`src/rtl/frame_swap_controller.sv`:
```
// Frame-level scheduler for the LED matrix double buffer: decides when the write
// and read banks exchange roles and paces the reader restart after each swap.
module frame_swap_controller #(
    parameter int unsigned SWAP_PULSE_CYCLES = 4,
    parameter int unsigned SETTLE_CYCLES     = 2,
    parameter int unsigned CNT_WIDTH         = 8
) (
    input  logic                 I_clk,
    input  logic                 I_rst,
    input  logic                 I_enable,
    input  logic                 I_write_frame_done,
    input  logic                 I_read_frame_done,
    output logic                 O_write_ready,
    output logic                 O_swap_trigger,
    output logic                 O_write_bank,
    output logic                 O_data_valid,
    output logic                 O_read_start,
    output logic [1:0]           O_state,
    output logic [CNT_WIDTH-1:0] O_dropped_frames,
    output logic [CNT_WIDTH-1:0] O_repeated_frames
);

    typedef enum logic [1:0] {
        ST_IDLE    = 2'd0,
        ST_PENDING = 2'd1,
        ST_SWAP    = 2'd2,
        ST_SETTLE  = 2'd3
    } state_t;

    localparam int unsigned TMAX = (SWAP_PULSE_CYCLES > SETTLE_CYCLES) ? SWAP_PULSE_CYCLES : SETTLE_CYCLES;
    localparam int unsigned TW   = (TMAX > 1) ? $clog2(TMAX) : 1;
    localparam logic [TW-1:0] PULSE_LOAD  = TW'(SWAP_PULSE_CYCLES - 1);
    localparam logic [TW-1:0] SETTLE_LOAD = TW'((SETTLE_CYCLES > 0) ? SETTLE_CYCLES - 1 : 0);

    state_t                 state, state_d;
    logic [TW-1:0]          timer, timer_d;
    logic                   ready_d, trigger_d, bank_d, valid_d, read_start_d;
    logic [CNT_WIDTH-1:0]   dropped_d, repeated_d;
    logic                   accept;

    assign O_state = state;

    always_comb begin
        state_d      = state;
        timer_d      = timer;
        bank_d       = O_write_bank;
        valid_d      = O_data_valid;
        read_start_d = 1'b0;
        dropped_d    = O_dropped_frames;
        repeated_d   = O_repeated_frames;
        accept       = I_write_frame_done && O_write_ready;

        if (I_write_frame_done && !O_write_ready && (O_dropped_frames != '1))
            dropped_d = O_dropped_frames + 1'b1;

        case (state)
            ST_IDLE: begin
                if (accept) begin
                    // Reader idle (no frame yet) or boundary right now: swap without waiting.
                    if (!O_data_valid || I_read_frame_done)
                        state_d = ST_SWAP;
                    else
                        state_d = ST_PENDING;
                end else if (I_read_frame_done) begin
                    read_start_d = 1'b1;
                    if (O_repeated_frames != '1)
                        repeated_d = O_repeated_frames + 1'b1;
                end
            end
            ST_PENDING: begin
                if (I_read_frame_done)
                    state_d = ST_SWAP;
            end
            ST_SWAP: begin
                if (timer == '0) begin
                    if (SETTLE_CYCLES == 0) begin
                        state_d      = ST_IDLE;
                        read_start_d = 1'b1;
                    end else begin
                        state_d = ST_SETTLE;
                        timer_d = SETTLE_LOAD;
                    end
                end else begin
                    timer_d = timer - 1'b1;
                end
            end
            ST_SETTLE: begin
                if (timer == '0) begin
                    state_d      = ST_IDLE;
                    read_start_d = 1'b1;
                end else begin
                    timer_d = timer - 1'b1;
                end
            end
            default: state_d = ST_IDLE;
        endcase

        // Bank flip, valid flag and pulse timer are all tied to SWAP entry only.
        if ((state_d == ST_SWAP) && (state != ST_SWAP)) begin
            bank_d  = ~O_write_bank;
            valid_d = 1'b1;
            timer_d = PULSE_LOAD;
        end

        trigger_d = (state_d == ST_SWAP);
        ready_d   = (state_d == ST_IDLE) && I_enable;
    end

    always_ff @(posedge I_clk) begin
        if (I_rst) begin
            state             <= ST_IDLE;
            timer             <= '0;
            O_write_ready     <= 1'b0;
            O_swap_trigger    <= 1'b0;
            O_write_bank      <= 1'b0;
            O_data_valid      <= 1'b0;
            O_read_start      <= 1'b0;
            O_dropped_frames  <= '0;
            O_repeated_frames <= '0;
        end else begin
            state             <= state_d;
            timer             <= timer_d;
            O_write_ready     <= ready_d;
            O_swap_trigger    <= trigger_d;
            O_write_bank      <= bank_d;
            O_data_valid      <= valid_d;
            O_read_start      <= read_start_d;
            O_dropped_frames  <= dropped_d;
            O_repeated_frames <= repeated_d;
        end
    end

endmodule
```
`config.mk`:
```
export PLATFORM = sky130hd
export DESIGN_NAME = frame_swap_controller
export DESIGN_NICKNAME = d
export VERILOG_FILES = /design/src/rtl/frame_swap_controller.sv
export SDC_FILE = /design/constraint.sdc
export NUM_CORES = 1
export LEC_CHECK = 0
export ABC_CLOCK_PERIOD_IN_PS = 4100
export BUFFER_PORTS_ARGS = -buffer_cell sky130_fd_sc_hd__buf_2
export CORE_MARGIN = 2
export CORE_UTILIZATION = 56
export DETAILED_ROUTE_END_ITERATION = 16
export PLACE_DENSITY_LB_ADDON = 0.3
export SLEW_MARGIN = 25
export SYNTH_ARGS = -nofsm -noshare
export SYNTH_HDL_FRONTEND = slang
export SYNTH_SLANG_ARGS = --single-unit
```
`constraint.sdc`:
```
create_clock -name I_clk -period 4.1 [get_ports I_clk]
set_input_delay 0.41 -clock I_clk [delete_from_list [all_inputs] [get_ports I_clk]]
set_output_delay 0.41 -clock I_clk [all_outputs]
set_load 0.01 [all_outputs]
```
==> results of run 1 <==
-- cell families (layout without fill, tap and decap cells) --
logic type / Yosys count / in the layout / synth area share, %
adder cells (fa/ha/maj): 7 / 7 / 7.284
multiplexers: 4 / 4 / 3.850
XOR/XNOR: 12 / 12 / 8.741
AO/OA/AOI/OAI: 21 / 21 / 12.80
flip-flops: 25 / 25 / 41.62
AND/OR/NAND/NOR: 56 / 56 / 23.52
buffers and inverters: 7 / 35 / 2.185
-- per-layer routing --
metal	routed length, um	part of all wire (%)	GRT usage (%)	vias to the layer above
li1	-	-	-	528
met1	1052	48	24.43	462
met2	1053	48	33.33	19
met3	97	4.4	3.274	0
met4	0	0	2.703	0
met5	0	0	0	-
-- worst max-delay path by stage --
stage          slack, ns        from            to
6_report            2.05  O_state[0]  O_write_bank
5_1_grt             1.92  O_state[0]  O_write_bank
4_1_cts             2.06  O_state[0]  O_write_bank
3_5_place_dp        2.08  O_state[0]  O_write_bank
3_3_place_gp        2.15  O_state[0]  O_write_bank
2_1_floorplan       2.12  O_state[0]  O_write_bank
-- through the flow --
stage	instance area, um2	cells	hold slack (ns)	utilization [%]	total power, mW
after detailed placement	1360	183	0.4783	67.94	0.5806
final	1388	187	0.3519	69.31	0.6830
after global routing	1388	187	0.3555	69.31	0.7344
after global placement	1360	183	0.4756	67.94	0.5721
after CTS	1388	187	0.3519	69.31	0.6882
after floorplan	1202	132	0.4764	-	0.5096
-- flip-flops by register name, indices dropped and copies added (netlist names) --
signal,flops
O_write_ready,1
O_repeated_frames,8
O_swap_trigger,1
O_dropped_frames,8
O_state,2
timer,2
O_data_valid,1
O_write_bank,1
O_read_start,1
-- power by group through the flow --
stage               Combinational (mW)  Sequential [mW]  Clock [mW]
finish                           0.247            0.329       0.107
floorplan                        0.167            0.342           0
global route                     0.275            0.337       0.123
detailed placement               0.248            0.333           0
CTS                              0.248            0.329       0.112
global placement                 0.242            0.330           0
-- cell usage in the layout (no fill, tap or decap), types with 2 or more instances in the layout --
master,n
a21oi_1,4
a31oi_1,2
a41oi_1,2
and3_1,2
and4_1,2
buf_2,27
clkbuf_4,3
dfxtp_1,25
ha_1,7
inv_1,4
mux2i_1,2
nand2_1,10
nand3_1,3
nand4_1,5
nor2_1,20
nor2b_1,3
nor3_1,3
o21ai_0,5
xnor2_1,6
xor2_1,6
-- area by class of cell --
| type | count | area, um2 |
|---|---|---|
| clock buffer | 3 | 22.52 |
| timing repair buffer | 27 | 135.1 |
| inverter | 4 | 15.01 |
| sequential | 25 | 500.5 |
| fill | 173 | 614.3 |
| multi-input combinational | 100 | 675.6 |
| clock inverter | 1 | 5.005 |
| tap | 27 | 33.78 |
-- worst reg2reg max path, delay by kind of cell (launching register included) --
kind,cells,cell delay [ns]
compound gates,2,0.46
fa+ha+maj,1,0.28
flops,1,0.47
mux,1,0.30
simple gates,2,0.45
==> results.py, run 1 <==
metrics = {
    "worst_setup_path": {
        "worst_setup_path_end_kind": "register",
        "reg2reg_depth": 6,
        "cp_num_buf_inv": 0,
        "r2r_end": "O_write_bank",
        "cp.required_ns": 4.31,
        "max_stage_delay_ns": 0.47,
        "worstPathCellList": "ha_1, o21a_2, nand2_1, a32o_2, or3_4, mux2_4",
        "worstSetupPathType": "register to register",
        "slowest_stage": "dfxtp_1",
        "critical_path.startpoint_type": "register",
        "cp_max_fo": 7,
        "rrSetupSlack_ns": 2.05,
        "cp.depth": 6,
        "r2r_start": "O_state[0]",
        "cpLargestDelayFamily": "flip-flops",
        "cp.arrival_ns": 2.26,
    },
    "run_status": {
        "status": "complete, no violations",
    },
    "clocking": {
        "root_buffer": "clkbuf_4",
        "clock_path_buffers": 2,
        "clkLatencyLatePin_ns": 0.31,
        "cts_setup_buffers": 0,
        "cts_hold_buf": 0,
        "htree_levels": 1,
        "cts-resized-gates": 0,
        "clkSlewWorstSetupHoldPaths_ns": 0.14,
        "cts_tree": "yes",
        "cts.sinks": 25,
        "cts_made_buffers": 3,
    },
    "worst_hold_path": {
        "hold_class": "input port to register",
        "holdPathStages": 3,
        "hold_path_end": "O_write_ready",
        "min-delay-start": "I_enable",
    },
    "timing": {
        "max_freq_mhz": 488.9,
        "final_hold_viol_count": 0,
        "worst_pin_slew_ns": 0.4709,
        "min_period_ns": 2.046,
        "fin_tns_setup_ns": 0,
        "drv_slew": 0,
        "setup_ws_ns": 2.054,
        "rsz0062_at_grt": "false",
        "fin_worst_skew_ns": 0.004119,
        "max-slew-margin-rel_pct": 68.55,
        "fin_crit_sh_pct": 49.89,
        "finalSetupViolCount": 0,
    },
    "synth": {
        "ys_seq_area_share_pct": 41.62,
        "netlist.top_cell.by_area": "dfxtp_1",
        "synth.distinct_cells": 37,
        "synth_nets": 144,
        "synth-edff-count": 0,
        "async_reset_ff_share_pct": 0,
        "synth-seq-cells": 25,
        "syn_area_mm2": 0.001202,
        "ys_warn_count": 0,
        "syn_inst": 132,
        "synth_common_cells": "25 x dfxtp_1, 20 x nor2_1, 10 x nand2_1, 7 x ha_1",
        "synthMostInstantiatedCell": "dfxtp_1",
        "synthTopCellsByArea": "dfxtp_1 42%, ha_1 7.3%, nor2_1 6.2%",
        "ys.flop_type": "dfxtp_1",
        "synth_top_area_share_pct": 41.62,
        "avgSynthCellArea_um2": 9.109,
    },
    "drt": {
        "drt_iter0_markers": 18,
        "num_vias": 1009,
        "ant_nets": 0,
        "first_pass_iters": 4,
        "avgRoutedWirePerCell_um": 11.78,
        "wl_um": 2203,
        "avgViaCountPerCell": 5.396,
        "drc": 0,
    },
    "floorplan": {
        "core.rowCount": 16,
        "die-area_mm2": 0.002534,
        "ioPinCount": 28,
        "die_w_um": 50.34,
        "die_y_um": 50.34,
        "core_mm2": 0.002002,
        "start_util_pct": 60.06,
    },
    "power": {
        "p_leak_nw": 0.6015,
        "p_comb_share_pct": 36.2,
        "swShare_pct": 35.90,
        "p_switching_uw": 245.2,
        "powerDensity_mw_per_mm2": 492.2,
        "p_clk_share_pct": 15.7,
        "p_int_uw": 437.8,
        "max-vdd-ir-drop_v": 0.0003626,
        "seq_power_share_pct": 48.1,
    },
    "global_route": {
        "grt_max_degree": 27,
        "overflow": 0,
        "grt_pass1_vias": 918,
        "antenna_found_initial": 0,
        "track_usage_pct": 18.81,
        "grt_pass1_wl_um": 3877,
    },
    "run": {
        "drv_cap": 0,
    },
    "place": {
        "port_buffers": 27,
        "place_worst_setup_slack_ns": 2.078,
        "dp_hpwl_um": 1677,
        "gp_congestion": 0.7674,
    },
    "cells_and_area": {
        "layout-drive-gt1-share_pct": 23.75,
        "antennaDiodeCount": 0,
        "fin_nets": 173,
        "area_growth_pct": 15.40,
    },
}
Power figures use the tool's default switching activity.
==> run 2, diff against run 1 <==
ABC_CLOCK_PERIOD_IN_PS = 1850   (was 4100)
CORE_UTILIZATION = 47   (was 56)
clock period = 1.85 ns   (was 4.1 ns; I/O delays follow)
==> results.py, run 2 (same netlist as run 1, synthesis figures left out) <==
metrics = {
    "run_status": {
        "status": "complete, no violations",
    },
    "worst_setup_path": {
        "cp_max_fo": 7,
        "critical_path.startpoint_type": "register",
        "worst_setup_path_end_kind": "register",
        "cp.required_ns": 2.07,
        "reg2reg_depth": 6,
        "slowest_stage": "dfxtp_4",
        "cp_num_buf_inv": 0,
        "cpLargestDelayFamily": "simple AND/OR/NAND/NOR gates",
        "cp.arrival_ns": 2.06,
        "max_stage_delay_ns": 0.43,
        "worstPathCellList": "ha_4, o21a_2, nand2_1, a32o_2, or3_4, mux2_4",
        "worstSetupPathType": "register to register",
        "cp.depth": 6,
    },
    "place": {
        "gp_congestion": 0.7554,
        "dp_hpwl_um": 1864,
        "port_buffers": 27,
    },
    "clocking": {
        "htree_levels": 1,
        "clkSlewWorstSetupHoldPaths_ns": 0.14,
        "cts.sinks": 25,
        "clock_path_buffers": 2,
        "root_buffer": "clkbuf_4",
        "cts_made_buffers": 3,
        "cts_hold_buf": 0,
        "cts_tree": "yes",
        "clkLatencyLatePin_ns": 0.31,
    },
    "cells_and_area": {
        "area_growth_pct": 22.48,
        "antennaDiodeCount": 0,
        "final_util_pct": 59.99,
        "layout-drive-gt1-share_pct": 31.52,
        "fillers": 218,
        "fin_nets": 178,
        "final_common_cell": "buf_2",
        "top_regs": "O_dropped_frames (8), O_repeated_frames (8)",
        "layout_common_cells": "27 x buf_2, 22 x dfxtp_1, 20 x nor2_1",
    },
    "floorplan": {
        "die_w_um": 54.58,
        "die-area_mm2": 0.002979,
        "start_util_pct": 48.98,
        "die_y_um": 54.58,
        "core.rowCount": 18,
        "core_mm2": 0.002455,
        "ioPinCount": 28,
    },
    "drt": {
        "wl_um": 2544,
        "ant_nets": 0,
        "num_vias": 1067,
        "avgRoutedWirePerCell_um": 13.05,
        "first_pass_iters": 6,
        "avgViaCountPerCell": 5.472,
        "drt_iter0_markers": 27,
        "drc": 0,
    },
    "timing": {
        "drv_slew": 0,
        "worst_pin_slew_ns": 0.4444,
        "max_freq_mhz": 544.3,
        "max-slew-margin-rel_pct": 70.38,
        "fin_crit_sh_pct": 99.31,
        "final_hold_viol_count": 0,
        "rsz0062_at_grt": "true",
        "fin_worst_skew_ns": 0.005619,
        "min_period_ns": 1.837,
        "finalSetupViolCount": 0,
    },
    "global_route": {
        "grt_pass1_wl_um": 4091,
        "grt_pass1_vias": 967,
        "antenna_found_initial": 0,
        "grt_max_degree": 27,
        "overflow": 0,
        "track_usage_pct": 19.33,
    },
    "power": {
        "power_mw": 1.644,
        "max-vdd-ir-drop_v": 0.0008572,
        "p_leak_nw": 0.6226,
        "powerDensity_mw_per_mm2": 1117,
    },
    "run": {
        "drv_cap": 0,
    },
    "worst_hold_path": {
        "hold_class": "input port to register",
        "holdPathStages": 3,
    },
}
==> run 2: cell count changes in the layout (fill, tap and decap cells not counted), sizes merged <==
cell,previous run,this run
clkinv,1,0
buf,27,32
clkbuf,3,4
==> run 2: timing repair <==
action,4_1_cts,5_1_grt
gates resized for setup,6,5
buffers inserted,1,1
endpoints found under the setup margin,1,2
pin swaps,0,1
==> run 2: per-stage QoR <==
| stage | TNS, ns | setup slack (ns) | hold slack, ns | area [um2] | std cells |
|---|---|---|---|---|---|
| floorplan | 0 | 0.03162 | 0.3264 | 1217 | 132 |
| global placement | 0 | 0.05019 | 0.4427 | 1401 | 189 |
| detailed placement | -0.06044 | -0.06044 | 0.4431 | 1401 | 189 |
| CTS | 0 | 0.005182 | 0.09133 | 1451 | 194 |
| global route | -0.03101 | -0.03101 | 0.1023 | 1473 | 195 |
| finish | 0 | 0.01269 | 0.09973 | 1473 | 195 |
==> run 2: power by group <==
part | switching, mW | leakage, nW | total (mW) | internal, mW
Combinational | 0.327 | 0.402 | 0.654 | 0.327
Clock | 0.161 | 0.0150 | 0.245 | 0.0843
Sequential | 0.106 | 0.205 | 0.746 | 0.640
==> run 2: final timing paths <==
| path | slack [ns] | end | startpoint |
|---|---|---|---|
| worst min-delay path | 0.1 | O_write_ready | I_enable |
| worst max-delay path | 0.01 | O_write_bank | O_state[0] |
| worst min register to register | 0.48 | O_data_valid | O_data_valid |
| worst max register to register | 0.01 | O_write_bank | O_state[0] |
==> run 2: worst reg2reg max path: stages, from the launching register on <==
cell and delay [ns]:
dfxtp_4 0.43, ha_4 0.17, o21a_2 0.14, nand2_1 0.06, a32o_2 0.26, or3_4 0.39, mux2_4 0.30
==> run 2: routing by layer <==
| metal | track usage [%] | part of all wire, % | vias to the layer above |
|---|---|---|---|
| met1 | 22.48 | 46 | 507 |
| met2 | 35.32 | 50 | 26 |
| met5 | 0 | 0 | - |
| met4 | 7.500 | 0.39 | 0 |
| met3 | 2.459 | 3.1 | 2 |
| li1 | - | - | 532 |
==> run 2: final cells by class <==
class / count / area (um2) / share of cell area, %
tap: 30 / 37.54 / 2.549
clock buffer: 4 / 26.28 / 1.784
timing repair buffer: 32 / 172.7 / 11.72
sequential: 25 / 509.2 / 34.58
inverter: 4 / 15.01 / 1.020
multi-input combinational: 100 / 711.9 / 48.34
